File: config.mk
export PLATFORM = sky130hd
export DESIGN_NAME = chnl_slave
export DESIGN_NICKNAME = d
export VERILOG_FILES = /design/src/rtl/mcdf_pkg.sv /design/src/rtl/sync_fifo.sv /design/src/rtl/chnl_slave.sv
export SDC_FILE = /design/constraint.sdc
export NUM_CORES = 1
export LEC_CHECK = 0
export ABC_AREA = 1
export BUFFER_PORTS_ARGS = -buffer_cell sky130_fd_sc_hd__buf_4
export CAP_MARGIN = 20
export CORE_MARGIN = 4
export CORE_UTILIZATION = 50
export DETAILED_ROUTE_END_ITERATION = 8
export HOLD_SLACK_MARGIN = 0.1
export PLACE_DENSITY_LB_ADDON = 0.12
export SLEW_MARGIN = 20
export SYNTH_ARGS = -nofsm -noshare
export SYNTH_HDL_FRONTEND = slang
export SYNTH_HIERARCHICAL = 1
export SYNTH_SLANG_ARGS = --single-unit
File: constraint.sdc
create_clock -name clk_i -period 3.85 [get_ports clk_i]
set_input_delay 0.385 -clock clk_i [delete_from_list [all_inputs] [get_ports clk_i]]
set_output_delay 0.385 -clock clk_i [all_outputs]
set_load 0.05 [all_outputs]
File: src/rtl/mcdf_pkg.sv
// Shared constants and helpers for the multi-channel data formatter.
// Each channel ingress stage imports this package.
package mcdf_pkg;

    localparam int unsigned DATA_W   = 32;
    localparam int unsigned DEPTH    = 32;
    localparam int unsigned SLOT_W   = 6;
    localparam int unsigned CHNL_NUM = 4;

    // Returns the parity bit that makes the word plus parity bit even.
    function automatic logic even_parity(input logic [DATA_W-1:0] d);
        return ^d;
    endfunction

endpackage

File: src/rtl/sync_fifo.sv
// Single-clock show-ahead FIFO with an occupancy count.
// Push is ignored when full and pop is ignored when empty.
module sync_fifo #(
    parameter int unsigned DATA_W = 32,
    parameter int unsigned DEPTH  = 32,
    parameter int unsigned CNT_W  = 6
) (
    input  logic              clk_i,
    input  logic              rst_i,
    input  logic              push_i,
    input  logic [DATA_W-1:0] data_i,
    input  logic              pop_i,
    output logic [DATA_W-1:0] data_o,
    output logic [CNT_W-1:0]  count_o,
    output logic              full_o,
    output logic              empty_o
);

    localparam int unsigned AW = (DEPTH > 1) ? $clog2(DEPTH) : 1;

    logic [DATA_W-1:0] mem [DEPTH];
    logic [AW-1:0]     wr_ptr_q, wr_ptr_d;
    logic [AW-1:0]     rd_ptr_q, rd_ptr_d;
    logic [CNT_W-1:0]  count_q, count_d;
    logic              push, pop;

    assign full_o  = (count_q == CNT_W'(DEPTH));
    assign empty_o = (count_q == '0);
    assign push    = push_i & ~full_o;
    assign pop     = pop_i & ~empty_o;
    assign data_o  = mem[rd_ptr_q];
    assign count_o = count_q;

    always_comb begin
        wr_ptr_d = wr_ptr_q;
        rd_ptr_d = rd_ptr_q;
        count_d  = count_q;
        if (push) wr_ptr_d = wr_ptr_q + AW'(1);
        if (pop)  rd_ptr_d = rd_ptr_q + AW'(1);
        case ({push, pop})
            2'b10:   count_d = count_q + CNT_W'(1);
            2'b01:   count_d = count_q - CNT_W'(1);
            default: count_d = count_q;
        endcase
    end

    always_ff @(posedge clk_i or posedge rst_i) begin
        if (rst_i) begin
            wr_ptr_q <= '0;
            rd_ptr_q <= '0;
            count_q  <= '0;
        end else begin
            wr_ptr_q <= wr_ptr_d;
            rd_ptr_q <= rd_ptr_d;
            count_q  <= count_d;
        end
    end

    // Storage is deliberately left out of reset.
    always_ff @(posedge clk_i) begin
        if (push) mem[wr_ptr_q] <= data_i;
    end

endmodule

File: src/rtl/chnl_slave.sv
// Per-channel ingress stage: parity check, sticky error, ready gating,
// buffering in a show-ahead FIFO and packet-ready request.
module chnl_slave
    import mcdf_pkg::*;
#(
    parameter int unsigned DATA_W = mcdf_pkg::DATA_W,
    parameter int unsigned DEPTH  = mcdf_pkg::DEPTH,
    parameter int unsigned SLOT_W = mcdf_pkg::SLOT_W
) (
    input  logic              clk_i,
    input  logic              rst_i,
    input  logic              slv_en_i,
    input  logic              err_clr_i,
    input  logic [7:0]        slv_len_i,
    input  logic [DATA_W-1:0] chnl_data_i,
    input  logic              chnl_parity_i,
    input  logic              chnl_valid_i,
    output logic              chnl_ready_o,
    output logic [DATA_W-1:0] slv_data_o,
    output logic              slv_val_o,
    input  logic              slv_rdy_i,
    output logic              slv_req_o,
    output logic [SLOT_W-1:0] slv_free_slot_o,
    output logic              slv_parity_err_o
);

    logic              err_q, err_d;
    logic              full, empty;
    logic [SLOT_W-1:0] count;
    logic              accept, parity_ok, push;
    logic [8:0]        len_p1, req_thr;

    assign chnl_ready_o = slv_en_i & ~full & ~err_q;
    assign accept       = chnl_valid_i & chnl_ready_o;
    assign parity_ok    = (even_parity(chnl_data_i) == chnl_parity_i);
    assign push         = accept & parity_ok;

    always_comb begin
        err_d = err_q;
        if (accept & ~parity_ok) err_d = 1'b1;
        else if (err_clr_i)      err_d = 1'b0;
    end

    always_ff @(posedge clk_i or posedge rst_i) begin
        if (rst_i) err_q <= 1'b0;
        else       err_q <= err_d;
    end

    sync_fifo #(
        .DATA_W (DATA_W),
        .DEPTH  (DEPTH),
        .CNT_W  (SLOT_W)
    ) u_fifo (
        .clk_i   (clk_i),
        .rst_i   (rst_i),
        .push_i  (push),
        .data_i  (chnl_data_i),
        .pop_i   (slv_rdy_i),
        .data_o  (slv_data_o),
        .count_o (count),
        .full_o  (full),
        .empty_o (empty)
    );

    // Threshold is formed at 9 bits so a length of 255 does not wrap to 0.
    assign len_p1  = {1'b0, slv_len_i} + 9'd1;
    assign req_thr = (len_p1 > 9'(DEPTH)) ? 9'(DEPTH) : len_p1;

    assign slv_req_o        = (9'(count) >= req_thr);
    assign slv_val_o        = ~empty;
    assign slv_free_slot_o  = SLOT_W'(DEPTH) - count;
    assign slv_parity_err_o = err_q;

endmodule

==> impl_metrics.toml <==
[power_and_ir_drop]
ir_drop_v = 0.00101
p_leak_uw = 0.0218
power.density_mw_per_mm2 = 715

[worst_hold_path]
hold_depth = 1
hp-class = "primary input to flop"
min-delay-start = "chnl_data_i[15]"

[placed_design]
hpwl_mm = 73.7
io_buffers = 88
gp_congestion = 0.817
place_ws_ns = 0.279
placed_cell_area_mm2 = 0.0485

[clocking]
worstSkewPairLatency_ns = 0.68
cts_buffer_depth = 3
cts.clk_slew.worst_paths_ns = 0.06
ctsResizeCount = 0
cts_tree = "done"
cts_root_buf = "clkbuf_16"
clock_sinks = 1041
htree_levels = 3
cts_made_buffers = 111

[global_routing]
grt_max_degree = 145
grt_pass1_wl_mm = 188
grt_pass1_vias = 29000
antenna_found_initial = 9
grt_usage_pct = 26.6
overflow = 0

[setup_path]
critPathLaunch = "u_fifo/rd_ptr_q[2]"
rrSetupSlack_ns = 0.51
crit_required_ns = 3.46
cp-end-kind = "output pin"
cp_max_fo = 42
reg2reg_depth = 19
critPathKind = "flop to output pin"
cp.arrival_ns = 3.26
critPathLaunchType = "flop"
reg2reg_from = "u_fifo/count_o[1]"

[timing]
fin_hold_ws_ns = 0.154
relSlewSlack_pct = 24.5
setup_viol = 0
worst_slack_ns = 0.203
min_period_ns = 3.65
setup_tns_ns = 0
worst-slew-pin-transition_ns = 1.13
slew_violations = 0
rsz0062_at_grt = "false"
max_freq_mhz = 274
fin_crit_sh_pct = 94.7
skew_ns = 0.0278
final-hold-violation-count = 0

[drt]
num_vias = 30600
vias_per_cell = 5.28
drc = 0
wirelength_mm = 126
wl_per_cell_um = 21.8
first_pass_iters = 5
postRouteAntennaNets = 0
drt_iter0_markers = 3145

[finish]
final_cell_mix = "nand2_1, edfxtp_1, nand3_1, inv_1, buf_4"
nFillCells = 7694
layout_commonest_cell = "nand2_1"
area_growth_pct = 14.6
final_area_mm2 = 0.0521
drive_gt1_share_pct = 9.78
nNetsFinal = 4595

[synthesis]
synth_edf_count = 1024
ys_warn_count = 6
synth.avg_cell_area_um2 = 10.3
synth_cells = 4391
synth_seq_area_share_pct = 68.6
synth-seq-cells = 1041
synth_cell_types = 36
synth_ff_type = "edfxtp_1"
syn_nets = 4458
async_flop_share_pct = 1.63
netlist_area_mm2 = 0.0454

[floorplanning]
num_rows = 110
core_area_mm2 = 0.0900
die_y_um = 309
ios = 89
dieWidth_um = 309
die-area_mm2 = 0.0958
initial_utilization_pct = 50.5

[outcome]
outcome = "complete, no violations"

[job]
drv_cap = 0
## registers in the layout, indices dropped and copies added, names as in the netlist
signal	cells
slv_parity_err_o	1
u_fifo/count_o	6
u_fifo/wr_ptr_q	5
u_fifo/mem	1024
u_fifo/rd_ptr_q	5
## final cells by class
| type | count | area [um^2] | area share [%] |
|---|---|---|---|
| inverter | 593 | 2240 | 4.31 |
| clock buffer | 137 | 2910 | 5.58 |
| tap | 1176 | 1470 | 2.83 |
| sequential | 1041 | 31200 | 59.9 |
| timing repair buffer | 241 | 2390 | 4.60 |
| multi-input combinational | 2540 | 11300 | 21.6 |
| antenna | 2 | 5.00 | 0.00961 |
| clock inverter | 68 | 593 | 1.14 |
## cells in the mapped netlist, types with 2 or more instances
cell,count,area share (%)
nand2_1,1625,13
edfxtp_1,1024,68
nand3_1,633,7.0
inv_1,578,4.8
buf_2,131,1.4
nor2_1,84,0.69
a21oi_1,70,0.77
clkbuf_1,54,0.45
o211ai_1,32,0.53
nor3_1,28,0.31
ha_1,19,0.52
dfrtp_1,17,0.94
buf_4,16,0.26
xor2_1,11,0.21
buf_6,10,0.25
inv_2,10,0.083
o21ai_0,8,0.088
nand2_2,7,0.096
buf_1,6,0.050
clkinv_1,5,0.041
xnor2_1,5,0.096
nand4_1,2,0.028
nor3b_1,2,0.033
o21ai_1,2,0.022
## report_power, final
| group | internal, uW | leakage, uW | total, uW | switching (uW) |
|---|---|---|---|---|
| registers | 12700 | 0.00941 | 12900 | 219 |
| logic | 3830 | 0.0106 | 14000 | 10200 |
| clock network | 5900 | 0.00170 | 10300 | 4410 |
| total | 22400 | 0.0218 | 37200 | 14800 |
## routing by layer
metal,vias up,share of wire [%],GRT usage [%]
met5,-,0.048,0
met4,10,3.8,9.60
met3,232,7.3,4.43
met2,1126,46,42.1
met1,14600,43,37.5
li1,14700,-,-
## final timing paths
kind,endpoint
min,u_fifo/mem[24][15]
min in group asynchronous,u_fifo/count_o[4]
min reg2reg,u_fifo/count_o[0]
max reg2reg,u_fifo/count_o[5]
max,slv_data_o[29]
max in group asynchronous,u_fifo/rd_ptr_q[1]
## metrics by stage
step	util, %	total power, uW	std cells
after floorplan	-	22400	4391
after global placement	53.9	27200	5582
after detailed placement	53.9	27200	5582
after CTS	57.8	37500	5796
after global routing	57.8	39200	5796
final	57.9	37200	5798
## worst max-delay path: stages, from the launching register on
cell and delay, ns:
dfrtp_4 0.79, clkinv_2 0.22, nand2_4 0.34, buf_12 0.32, a21oi_1 0.17, nor2_1 0.12
nand2_1 0.07, nand2_1 0.20, inv_1 0.08, buf_4 0.20
## what timing repair did
| action | CTS | global route |
|---|---|---|
| hold buffers | 9 | 0 |
| buffers inserted | 0 | 0 |
| hold endpoints to repair | 45 | 0 |
## kinds of logic after synthesis
kind of cell,after synthesis,synth area share (%)
simple gates,2386,21.6
flops,1041,68.6
buf+inv,810,7.35
compound gates,118,1.52
fa+ha+maj,20,0.567
xor+xnor,16,0.308
(Power assumes the default switching activity.)
